## config.mk

```make
export PLATFORM = sky130hd
export DESIGN_NAME = uart_core_flat
export DESIGN_NICKNAME = d
export VERILOG_FILES = /design/src/rtl/uart_core_if.sv /design/src/rtl/uart_core.sv /design/src/flat_wrapper.sv
export SDC_FILE = /design/constraint.sdc
export NUM_CORES = 1
export LEC_CHECK = 0
export CORE_MARGIN = 1.5
export CORE_UTILIZATION = 60
export CTS_CLUSTER_SIZE = 40
export DETAILED_ROUTE_END_ITERATION = 10
export PLACE_DENSITY = 0.8
export REMOVE_ABC_BUFFERS = 1
export SKIP_CTS_REPAIR_TIMING = 1
export SYNTH_ARGS = -nofsm -noshare
export SYNTH_HDL_FRONTEND = slang
export SYNTH_SLANG_ARGS = --single-unit
```

## constraint.sdc

```tcl
create_clock -name clk -period 6.75 [get_ports clk]
set_input_delay 1.35 -clock clk [delete_from_list [all_inputs] [get_ports clk]]
set_output_delay 1.35 -clock clk [all_outputs]
set_load 0.005 [all_outputs]
```

## src/rtl/uart_core_if.sv

```systemverilog
// rtl/uart_core_if.sv - bus-side configuration, TX push, RX pop and status bundle of uart_core
interface uart_core_if #(
    parameter int DATA_BITS = 8,
    parameter int DIV_WIDTH = 16
);
    logic [DIV_WIDTH-1:0] divisor;
    logic                 parity_en;
    logic                 parity_odd;
    logic                 two_stop;
    logic [DATA_BITS-1:0] tx_data;
    logic                 tx_valid;
    logic                 tx_ready;
    logic                 tx_busy;
    logic [DATA_BITS-1:0] rx_data;
    logic                 rx_parity_err;
    logic                 rx_frame_err;
    logic                 rx_valid;
    logic                 rx_ready;
    logic                 rx_overrun;
    logic                 overrun_clr;

    modport master (
        output divisor, parity_en, parity_odd, two_stop,
        output tx_data, tx_valid, rx_ready, overrun_clr,
        input  tx_ready, tx_busy, rx_data, rx_parity_err, rx_frame_err, rx_valid, rx_overrun
    );

    modport slave (
        input  divisor, parity_en, parity_odd, two_stop,
        input  tx_data, tx_valid, rx_ready, overrun_clr,
        output tx_ready, tx_busy, rx_data, rx_parity_err, rx_frame_err, rx_valid, rx_overrun
    );
endinterface

```

## src/rtl/uart_core.sv

```systemverilog
// rtl/uart_core.sv - configurable UART with oversampled majority-vote receive and TX/RX FIFOs
module uart_core #(
    parameter int DATA_BITS  = 8,
    parameter int DIV_WIDTH  = 16,
    parameter int OVERSAMPLE = 16,
    parameter int FIFO_AW    = 4
) (
    input  logic        clk,
    input  logic        rst,
    uart_core_if.slave  bus,
    output logic        tx,
    input  logic        rx
);
    localparam int PW    = $clog2(OVERSAMPLE);
    localparam int BW    = $clog2(DATA_BITS);
    localparam int DEPTH = 1 << FIFO_AW;
    localparam int EW    = DATA_BITS + 2;

    localparam logic [PW-1:0] PH_LAST = PW'(OVERSAMPLE - 1);
    localparam logic [PW-1:0] PH_S0   = PW'(OVERSAMPLE / 2 - 1);
    localparam logic [PW-1:0] PH_S1   = PW'(OVERSAMPLE / 2);
    localparam logic [PW-1:0] PH_S2   = PW'(OVERSAMPLE / 2 + 1);
    localparam logic [BW-1:0] BIT_LAST = BW'(DATA_BITS - 1);

    localparam logic [2:0] TX_IDLE   = 3'd0;
    localparam logic [2:0] TX_START  = 3'd1;
    localparam logic [2:0] TX_DATA   = 3'd2;
    localparam logic [2:0] TX_PARITY = 3'd3;
    localparam logic [2:0] TX_STOP1  = 3'd4;
    localparam logic [2:0] TX_STOP2  = 3'd5;

    localparam logic [2:0] RX_IDLE   = 3'd0;
    localparam logic [2:0] RX_START  = 3'd1;
    localparam logic [2:0] RX_DATA   = 3'd2;
    localparam logic [2:0] RX_PARITY = 3'd3;
    localparam logic [2:0] RX_STOP   = 3'd4;

    // Oversample tick; the divisor is latched at each wrap so a change never truncates a period.
    logic [DIV_WIDTH-1:0] div_cnt;
    logic [DIV_WIDTH-1:0] div_q;
    logic                 tick;

    assign tick = (div_cnt == div_q);

    always_ff @(posedge clk or posedge rst) begin
        if (rst) begin
            div_cnt <= '0;
            div_q   <= '0;
        end else if (tick) begin
            div_cnt <= '0;
            div_q   <= bus.divisor;
        end else begin
            div_cnt <= div_cnt + 1'b1;
        end
    end

    // TX FIFO
    logic [DATA_BITS-1:0] txf_mem [DEPTH];
    logic [FIFO_AW:0]     txf_wr;
    logic [FIFO_AW:0]     txf_rd;
    logic                 txf_empty;
    logic                 txf_full;
    logic                 txf_push;
    logic                 tx_pop;
    logic [DATA_BITS-1:0] tx_head;

    assign txf_empty    = (txf_wr == txf_rd);
    assign txf_full     = (txf_wr[FIFO_AW] != txf_rd[FIFO_AW]) &&
                          (txf_wr[FIFO_AW-1:0] == txf_rd[FIFO_AW-1:0]);
    assign bus.tx_ready = !txf_full;
    assign txf_push     = bus.tx_valid && !txf_full;
    assign tx_head      = txf_mem[txf_rd[FIFO_AW-1:0]];

    always_ff @(posedge clk) begin
        if (txf_push) begin
            txf_mem[txf_wr[FIFO_AW-1:0]] <= bus.tx_data;
        end
    end

    always_ff @(posedge clk or posedge rst) begin
        if (rst) begin
            txf_wr <= '0;
            txf_rd <= '0;
        end else begin
            if (txf_push) txf_wr <= txf_wr + 1'b1;
            if (tx_pop)   txf_rd <= txf_rd + 1'b1;
        end
    end

    // TX FSM
    logic [2:0]           tx_state;
    logic [PW-1:0]        tx_phase;
    logic [BW-1:0]        tx_bitcnt;
    logic [DATA_BITS-1:0] tx_shift;
    logic                 tx_par;
    logic                 tx_pe;
    logic                 tx_ts;
    logic                 tx_bit_end;
    logic                 tx_last_stop;

    assign tx_bit_end   = tick && (tx_phase == PH_LAST);
    assign tx_last_stop = (tx_state == TX_STOP2) || ((tx_state == TX_STOP1) && !tx_ts);
    // The next frame is loaded on the last tick of the final stop bit, so frames run back to back.
    assign tx_pop       = !txf_empty &&
                          (((tx_state == TX_IDLE) && tick) || (tx_last_stop && tx_bit_end));
    assign bus.tx_busy  = !txf_empty || (tx_state != TX_IDLE);

    always_ff @(posedge clk or posedge rst) begin
        if (rst) begin
            tx_state  <= TX_IDLE;
            tx        <= 1'b1;
            tx_phase  <= '0;
            tx_bitcnt <= '0;
            tx_shift  <= '0;
            tx_par    <= 1'b0;
            tx_pe     <= 1'b0;
            tx_ts     <= 1'b0;
        end else if (tx_pop) begin
            tx_state  <= TX_START;
            tx        <= 1'b0;
            tx_phase  <= '0;
            tx_shift  <= tx_head;
            tx_par    <= ^tx_head ^ bus.parity_odd;
            tx_pe     <= bus.parity_en;
            tx_ts     <= bus.two_stop;
        end else if ((tx_state != TX_IDLE) && tick) begin
            if (tx_phase != PH_LAST) begin
                tx_phase <= tx_phase + 1'b1;
            end else begin
                tx_phase <= '0;
                case (tx_state)
                    TX_START: begin
                        tx_state  <= TX_DATA;
                        tx        <= tx_shift[0];
                        tx_bitcnt <= '0;
                    end
                    TX_DATA: begin
                        if (tx_bitcnt == BIT_LAST) begin
                            tx_state <= tx_pe ? TX_PARITY : TX_STOP1;
                            tx       <= tx_pe ? tx_par : 1'b1;
                        end else begin
                            tx_bitcnt <= tx_bitcnt + 1'b1;
                            tx_shift  <= tx_shift >> 1;
                            tx        <= tx_shift[1];
                        end
                    end
                    TX_PARITY: begin
                        tx_state <= TX_STOP1;
                        tx       <= 1'b1;
                    end
                    TX_STOP1: begin
                        tx_state <= tx_ts ? TX_STOP2 : TX_IDLE;
                        tx       <= 1'b1;
                    end
                    default: begin
                        tx_state <= TX_IDLE;
                        tx       <= 1'b1;
                    end
                endcase
            end
        end
    end

    // RX synchronizer; rx_s3 only provides the previous value for edge detection.
    logic rx_s1;
    logic rx_s2;
    logic rx_s3;

    always_ff @(posedge clk or posedge rst) begin
        if (rst) begin
            rx_s1 <= 1'b1;
            rx_s2 <= 1'b1;
            rx_s3 <= 1'b1;
        end else begin
            rx_s1 <= rx;
            rx_s2 <= rx_s1;
            rx_s3 <= rx_s2;
        end
    end

    // RX FSM
    logic [2:0]           rx_state;
    logic [PW-1:0]        rx_phase;
    logic [BW-1:0]        rx_bitcnt;
    logic [DATA_BITS-1:0] rx_shift;
    logic                 rx_v0;
    logic                 rx_v1;
    logic                 rx_vote;
    logic                 rx_perr;
    logic                 rx_push;
    logic [EW-1:0]        rx_entry;

    assign rx_vote  = (rx_v0 & rx_v1) | (rx_v0 & rx_s2) | (rx_v1 & rx_s2);
    assign rx_push  = (rx_state == RX_STOP) && tick && (rx_phase == PH_S2);
    assign rx_entry = {!rx_vote, rx_perr, rx_shift};

    always_ff @(posedge clk or posedge rst) begin
        if (rst) begin
            rx_state  <= RX_IDLE;
            rx_phase  <= '0;
            rx_bitcnt <= '0;
            rx_shift  <= '0;
            rx_v0     <= 1'b1;
            rx_v1     <= 1'b1;
            rx_perr   <= 1'b0;
        end else if (rx_state == RX_IDLE) begin
            if (rx_s3 && !rx_s2) begin
                rx_state <= RX_START;
                rx_phase <= '0;
                rx_perr  <= 1'b0;
            end
        end else if (tick) begin
            rx_phase <= (rx_phase == PH_LAST) ? '0 : rx_phase + 1'b1;
            if (rx_phase == PH_S0) begin
                rx_v0 <= rx_s2;
            end else if (rx_phase == PH_S1) begin
                rx_v1 <= rx_s2;
            end else if (rx_phase == PH_S2) begin
                case (rx_state)
                    RX_START:  if (rx_vote) rx_state <= RX_IDLE;
                    RX_DATA:   rx_shift <= {rx_vote, rx_shift[DATA_BITS-1:1]};
                    RX_PARITY: rx_perr  <= (rx_vote != (^rx_shift ^ bus.parity_odd));
                    default:   rx_state <= RX_IDLE;
                endcase
            end else if (rx_phase == PH_LAST) begin
                case (rx_state)
                    RX_START: begin
                        rx_state  <= RX_DATA;
                        rx_bitcnt <= '0;
                    end
                    RX_DATA: begin
                        if (rx_bitcnt == BIT_LAST) begin
                            rx_state <= bus.parity_en ? RX_PARITY : RX_STOP;
                        end else begin
                            rx_bitcnt <= rx_bitcnt + 1'b1;
                        end
                    end
                    default: rx_state <= RX_STOP;
                endcase
            end
        end
    end

    // RX FIFO; a pop frees the slot a same-cycle push needs, so full+pop+push is not an overrun.
    logic [EW-1:0]    rxf_mem [DEPTH];
    logic [FIFO_AW:0] rxf_wr;
    logic [FIFO_AW:0] rxf_rd;
    logic             rxf_empty;
    logic             rxf_full;
    logic             rxf_pop;
    logic             rxf_wen;
    logic [EW-1:0]    rxf_head;

    assign rxf_empty = (rxf_wr == rxf_rd);
    assign rxf_full  = (rxf_wr[FIFO_AW] != rxf_rd[FIFO_AW]) &&
                       (rxf_wr[FIFO_AW-1:0] == rxf_rd[FIFO_AW-1:0]);
    assign rxf_pop   = bus.rx_ready && !rxf_empty;
    assign rxf_wen   = rx_push && (!rxf_full || rxf_pop);
    assign rxf_head  = rxf_empty ? '0 : rxf_mem[rxf_rd[FIFO_AW-1:0]];

    assign bus.rx_valid      = !rxf_empty;
    assign bus.rx_data       = rxf_head[DATA_BITS-1:0];
    assign bus.rx_parity_err = rxf_head[DATA_BITS];
    assign bus.rx_frame_err  = rxf_head[DATA_BITS+1];

    always_ff @(posedge clk) begin
        if (rxf_wen) begin
            rxf_mem[rxf_wr[FIFO_AW-1:0]] <= rx_entry;
        end
    end

    always_ff @(posedge clk or posedge rst) begin
        if (rst) begin
            rxf_wr         <= '0;
            rxf_rd         <= '0;
            bus.rx_overrun <= 1'b0;
        end else begin
            if (rxf_wen) rxf_wr <= rxf_wr + 1'b1;
            if (rxf_pop) rxf_rd <= rxf_rd + 1'b1;
            if (rx_push && rxf_full && !rxf_pop) begin
                bus.rx_overrun <= 1'b1;
            end else if (bus.overrun_clr) begin
                bus.rx_overrun <= 1'b0;
            end
        end
    end
endmodule

```

## src/flat_wrapper.sv

```systemverilog
// flat-port wrapper written by rule: the top's interface ports become plain ports
module uart_core_flat 
#(
    parameter int DATA_BITS  = 8,
    parameter int DIV_WIDTH  = 16,
    parameter int OVERSAMPLE = 16,
    parameter int FIFO_AW    = 4
)
  (clk, rst, tx, rx, bus_divisor, bus_parity_en, bus_parity_odd, bus_two_stop, bus_tx_data, bus_tx_valid, bus_rx_ready, bus_overrun_clr, bus_tx_ready, bus_tx_busy, bus_rx_data, bus_rx_parity_err, bus_rx_frame_err, bus_rx_valid, bus_rx_overrun);
  uart_core_if #(.DATA_BITS(DATA_BITS), .DIV_WIDTH(DIV_WIDTH)) bus_i ();
  input  logic clk;
  input  logic rst;
  output logic tx;
  input  logic rx;
  input wire logic [$bits(bus_i.divisor)-1:0] bus_divisor;
  input wire logic [$bits(bus_i.parity_en)-1:0] bus_parity_en;
  input wire logic [$bits(bus_i.parity_odd)-1:0] bus_parity_odd;
  input wire logic [$bits(bus_i.two_stop)-1:0] bus_two_stop;
  input wire logic [$bits(bus_i.tx_data)-1:0] bus_tx_data;
  input wire logic [$bits(bus_i.tx_valid)-1:0] bus_tx_valid;
  input wire logic [$bits(bus_i.rx_ready)-1:0] bus_rx_ready;
  input wire logic [$bits(bus_i.overrun_clr)-1:0] bus_overrun_clr;
  output wire logic [$bits(bus_i.tx_ready)-1:0] bus_tx_ready;
  output wire logic [$bits(bus_i.tx_busy)-1:0] bus_tx_busy;
  output wire logic [$bits(bus_i.rx_data)-1:0] bus_rx_data;
  output wire logic [$bits(bus_i.rx_parity_err)-1:0] bus_rx_parity_err;
  output wire logic [$bits(bus_i.rx_frame_err)-1:0] bus_rx_frame_err;
  output wire logic [$bits(bus_i.rx_valid)-1:0] bus_rx_valid;
  output wire logic [$bits(bus_i.rx_overrun)-1:0] bus_rx_overrun;
  assign bus_i.divisor = bus_divisor;
  assign bus_i.parity_en = bus_parity_en;
  assign bus_i.parity_odd = bus_parity_odd;
  assign bus_i.two_stop = bus_two_stop;
  assign bus_i.tx_data = bus_tx_data;
  assign bus_i.tx_valid = bus_tx_valid;
  assign bus_i.rx_ready = bus_rx_ready;
  assign bus_i.overrun_clr = bus_overrun_clr;
  assign bus_tx_ready = bus_i.tx_ready;
  assign bus_tx_busy = bus_i.tx_busy;
  assign bus_rx_data = bus_i.rx_data;
  assign bus_rx_parity_err = bus_i.rx_parity_err;
  assign bus_rx_frame_err = bus_i.rx_frame_err;
  assign bus_rx_valid = bus_i.rx_valid;
  assign bus_rx_overrun = bus_i.rx_overrun;
  uart_core #(.DATA_BITS(DATA_BITS), .DIV_WIDTH(DIV_WIDTH), .OVERSAMPLE(OVERSAMPLE), .FIFO_AW(FIFO_AW)) u_core (.clk(clk), .rst(rst), .bus(bus_i), .tx(tx), .rx(rx));
endmodule
```

# After elaboration in Yosys (flattened, before gate mapping)
# Memory sizes are Yosys's and may differ from the RTL's.
# Index checks and enable logic that the tools add are counted.
[classes]
n_addsub = 9
multipliers = 0
div_mod_pow = 0
order_cmp = 0
eq_ne = 36
shift = 0
n_mux = 56
bitwise_logic = 13
reduce_logical = 54
[op_table]
columns = ["operator", "n"]
rows = [
  ["$mux 3", 18],
  ["$mux 8", 5],
  ["$mux 4", 7],
  ["$pmux 3 s2", 4],
  ["$add 5x1->5 const B", 4],
  ["$mux 1", 18],
  ["$add 16x1->16 const B", 1],
  ["$eq 16x16->1", 1],
  ["$eq 4x4->1 const B", 4],
  ["$logic_and 1x1->1", 16],
  ["$mux 16", 1],
  ["$reduce_and 8->1", 2],
  ["$reduce_bool 2->1", 8],
  ["$reduce_xor 8->1", 2],
  ["$eq 3x3->1 const B", 5],
  ["$eq 3x2->1 const B", 4],
  ["$pmux 3 s4", 1],
  ["$reduce_and 6->1", 2],
  ["$eq 5x5->1", 2],
  ["$mux 10", 1],
  ["$add 4x1->4 const B", 2],
  ["$eq 4x4->1", 2],
  ["$logic_not 1->1", 8],
  ["$ne 2x1->1 const B", 4],
  ["23 further kinds", 46],
]
[word_totals]
register_bits = 99
latch_bits = 0
ramBits = 288
romBits = 0
inputBits = 33
output_inout_bits = 15
elab_cells = 195
mem_count = 2
[mem_list]
columns = ["name", "depth", "width", "read_ports", "rd_clocked_by_memory_dff", "wr", "line_no", "text"]
rows = [
  ["u_core.rxf_mem", 16, 10, 1, 0, 1, "uart_core.sv:245", "logic [EW-1:0] rxf_mem [DEPTH];"],
  ["u_core.txf_mem", 16, 8, 1, 0, 1, "uart_core.sv:58", "logic [DATA_BITS-1:0] txf_mem [DEPTH];"],
]

# Depth between registers and ports, before layout
[logic_depth]
word_depth = 10
mapped_depth = 10
depth_no_buf = 8

# Least setup slack after synthesis
# Ideal clock, no wire load.
[synth_timing]
path_type = "flip-flop to output port"
from = "reg u_core.rxf_rd[0]"
to = "out bus_rx_data[0]"
arrival_ns = 2.043
required_ns = 5.400
slack_ns = 3.357
stages_incl_launch_ff = 6
n_path_buf = 2
cell_sequence = "dfrtp_1 clkbuf_1 buf_2 mux4_2 mux4_2 nor2b_1"
[synth_via]
elab_chain_len = 2
elab_cells_between_ends = 3
cone_classes = "eq/ne (1); mux (1); memory (1)"
[synth_rtl]
columns = ["element", "line_no", "text"]
rows = [
  ["start, declared", "uart_core.sv:247", "logic [FIFO_AW:0] rxf_rd;"],
  ["start signal, assigned", "uart_core.sv:279", "if (rxf_pop) rxf_rd <= rxf_rd + 1'b1;"],
  ["$mem_v2 16x10 or $eq 5x5->1 (tied branches)", "-", ""],
  ["$mux 10 (*)", "uart_core.sv:259", "assign rxf_head = rxf_empty ? '0 : rxf_mem[rxf_rd[FIFO_AW-1:0]];"],
  ["end, declared", "flat_wrapper.sv:25", "output wire logic [$bits(bus_i.rx_data)-1:0] bus_rx_data;"],
]
# Mark *: on every way between the ends. The rest lies on a longest branch, timed or not.

# Worst setup path after layout
[layout_timing]
from = "reg u_core.rxf_rd[0]"
to = "out bus_rx_data[2]"
# The elaborated chain is that of the path after synthesis.

==> reports/metrics.csv <==
stage;metric;value;unit
routing;drt-total-wl;31400;um
die;initial_core_util;60.7;%
synth;ys_types;51;
routing;wl_per_cell;22.4;um
global_route;grt_max_degree;60;
power_and_ir_drop;powerDensity;296;nW/um^2
layout;synthToLayoutAreaGrowth;12.8;%
power_and_ir_drop;swShare;23.9;%
global_route;grt_pass1_wl;49500;um
worst_setup_path;worst-endpoint-arrival;3.58;ns
clock_tree;cts_buffer_depth;3;
sta;setup_viol;0;
layout;final_cell_count_no_fill;1403;
worst_setup_path;worst_path_max_delay_cell;dfrtp_2;
sta;tightest_slew;1.27;ns
synth;synth_area_per_cell;16.8;um^2
sta;min_period_over_period;73.0;%
layout;layout_common_cells;edfxtp_1, dfrtp_1, mux4_2, nand2_1, nor2_1;
power_and_ir_drop;pwr-share-clk;37.7;%
placement;gp_congestion;0.790;
worst_setup_path;crit_top_cell;mux4_2;
sta;rsz0062_at_grt;no;
worst_setup_path;crit_start;u_core.rxf_rd[0];
synth;syn_area;16200;um^2
die;dieArea;28000;um^2
sta;holdWs;0.360;ns
die;core;26700;um^2
routing;antenna_left;0;
sta;setup_ws;1.82;ns
sta;max-slew-margin-rel;15.0;%
layout;diodes;0;
clock_tree;cts_buffers;39;
layout;final_common_cell;edfxtp_1;
run_status;status;complete, no violations;
global_route;first_global_vias;8716;
synth;postSynth.asyncResetShare;25.6;%
power_and_ir_drop;seq_power_share;53.3;%
synth;synth-edff-count;288;
placement;dp_cells;1333;
routing;dr.pass1.iters;5;
sta;maxSlewViolCount;0;
power_and_ir_drop;vdd_ir_drop_max;0.000225;V
clock_tree;htreeDepth;2;
global_route;antenna_found_initial;1;
worst_setup_path;cp.required;5.40;ns
clock_tree;cts_sinks;387;
worst_setup_path;ff2ff_setup_slack;3.35;ns
worst_setup_path;cp_max_fo;23;
worst_setup_path;r2r_start;u_core.rxf_rd[1];
synth;synth_ff_type;edfxtp_1;
synth;ys_seq_elements;387;
routing;viasPerCell;6.15;
power_and_ir_drop;p_int;4.13;mW
clock_tree;clk-insertion-delay-late;0.53;ns
synth;ys_seq_area_share;68.6;%
clock_tree;clk_pin_slew;0.06;ns
power_and_ir_drop;p_comb_share;9.0;%
synth;syn_inst;967;
global_route;track_usage;23.4;%
sta;min_period;4.93;ns
global_route;overflow;0;
clock_tree;cts_tree;built;
die;rows;60;
placement;hpwlAfterDp;18600;um
worst_setup_path;crit_type;register to output port;
routing;drc;0;
sta;timing.final.hold_violations;0;
synth;yosys_warnings;0;
worst_setup_path;worstPathCellList;buf_4 -> mux4_2 -> mux4_2 -> nor2b_1 -> clkdlybuf4s50_1;
sta;tns;0;ns
layout;nNetsFinal;1085;
worst_setup_path;critPathLaunchType;register;
worst_setup_path;crit_end;bus_rx_data[2];
power_and_ir_drop;switchingPower;1.29;mW
die;io_pins;48;
worst_setup_path;critPathMaxStageDelay;0.86;ns
worst_setup_path;r2r-end;u_core.rxf_mem[10][0];
routing;drtIter0Drc;895;
placement;portBuffers;47;
placement;pre_cts_ws;2.31;ns
min_path;hold_class;register to register;
sta;finClkSkew;0.0268;ns
power_and_ir_drop;p_leak;6.63;nW
die;die_w;167;um
sta;clock.fmax;203;MHz
layout;final_util;68.4;%
layout;layout-drive-gt1-share;17.4;%
worst_setup_path;reg2reg_depth;6;
die;die_h;167;um
routing;vias;8627;
clock_tree;cts-root-buf;clkbuf_16;
flow_run;drv_cap;0;
worst_setup_path;crit_path_end_kind;output port;
[power groups by stage]
stage | combinational [mW] | sequential, mW | clock [mW]
floorplan | 0.341 | 2.89 | 0
global placement | 0.480 | 2.92 | 0
detailed placement | 0.492 | 2.93 | 0
CTS | 0.495 | 2.89 | 2.07
global route | 0.535 | 2.91 | 2.17
finish | 0.487 | 2.89 | 2.04
[kinds of logic (layout without fill, tap and decap cells)]
group / Yosys count / after routing / share of synthesized area [%]
fa+ha+maj: 19 / 19 / 1.47
flops: 387 / 387 / 68.6
buf+inv: 68 / 163 / 1.92
xor+xnor: 71 / 71 / 3.96
simple gates: 219 / 219 / 6.66
compound gates: 74 / 74 / 2.68
mux: 129 / 129 / 14.7
[worst min-delay path by stage]
stage	slack, ns	start	depth (start not counted)	endpoint
3_5_place_dp	0.35	u_core.rx_s1	0	u_core.rx_s2
4_1_cts	0.36	u_core.rx_s1	0	u_core.rx_s2
2_1_floorplan	0.35	u_core.rx_s1	0	u_core.rx_s2
6_report	0.36	u_core.rx_s1	0	u_core.rx_s2
3_3_place_gp	0.35	u_core.rx_s1	0	u_core.rx_s2
5_1_grt	0.37	u_core.rx_s1	0	u_core.rx_s2
[metal layers]
layer / GRT usage, % / vias to the layer above / share of wire, %
li1: - / 3833 / -
met1: 34.1 / 4411 / 43
met2: 37.5 / 325 / 49
met3: 3.85 / 56 / 6.5
met4: 5.80 / 2 / 1.9
met5: 0 / - / 0.054
[state kept, by name (all words and copies together), names as in the netlist, 8 cells and up]
register,cells
u_core.txf_mem,128
u_core.div_q,16
u_core.div_cnt,16
u_core.rxf_mem,160
u_core.rx_shift,8
u_core.tx_shift,8
[area by class of cell]
| class | instances | area [um^2] |
|---|---|---|
| flip-flops and latches | 387 | 11100 |
| clock buffers | 52 | 1060 |
| repair buffers | 71 | 651 |
| well taps | 341 | 427 |
| inverters | 22 | 85.1 |
| multi-input cells | 512 | 4780 |
| clock inverters | 18 | 155 |
| fillers | 1721 | 8430 |
[cells in the mapped netlist, types with 17 or more instances]
master / count / area [um^2]
inv_1: 22 / 82.6
nand3_1: 20 / 100
clkbuf_1: 23 / 86.3
nor2b_1: 17 / 106
xnor2_1: 48 / 420
dfrtp_1: 93 / 2330
o21ai_1: 19 / 95.1
edfxtp_1: 288 / 8650
ha_1: 19 / 238
nor2_1: 53 / 199
mux4_2: 84 / 1890
nand2_1: 56 / 210
xor2_1: 21 / 184
mux2_1: 20 / 225
[metrics by stage]
step	power, mW	cell area, um^2
after floorplan	3.23	16000
after global placement	3.40	17100
after detailed placement	3.42	17100
after CTS	5.45	18300
after global routing	5.61	18300
final	5.42	18300
[worst max-delay path, delay by kind of cell, from the launching register on]
family	cells	cell delay (ns)
and+or+nand+nor	1	0.14
muxes	2	1.06
DFF	1	0.86
buffers and inverters	2	0.99
No activity file was read; power rests on OpenSTA's default activity.
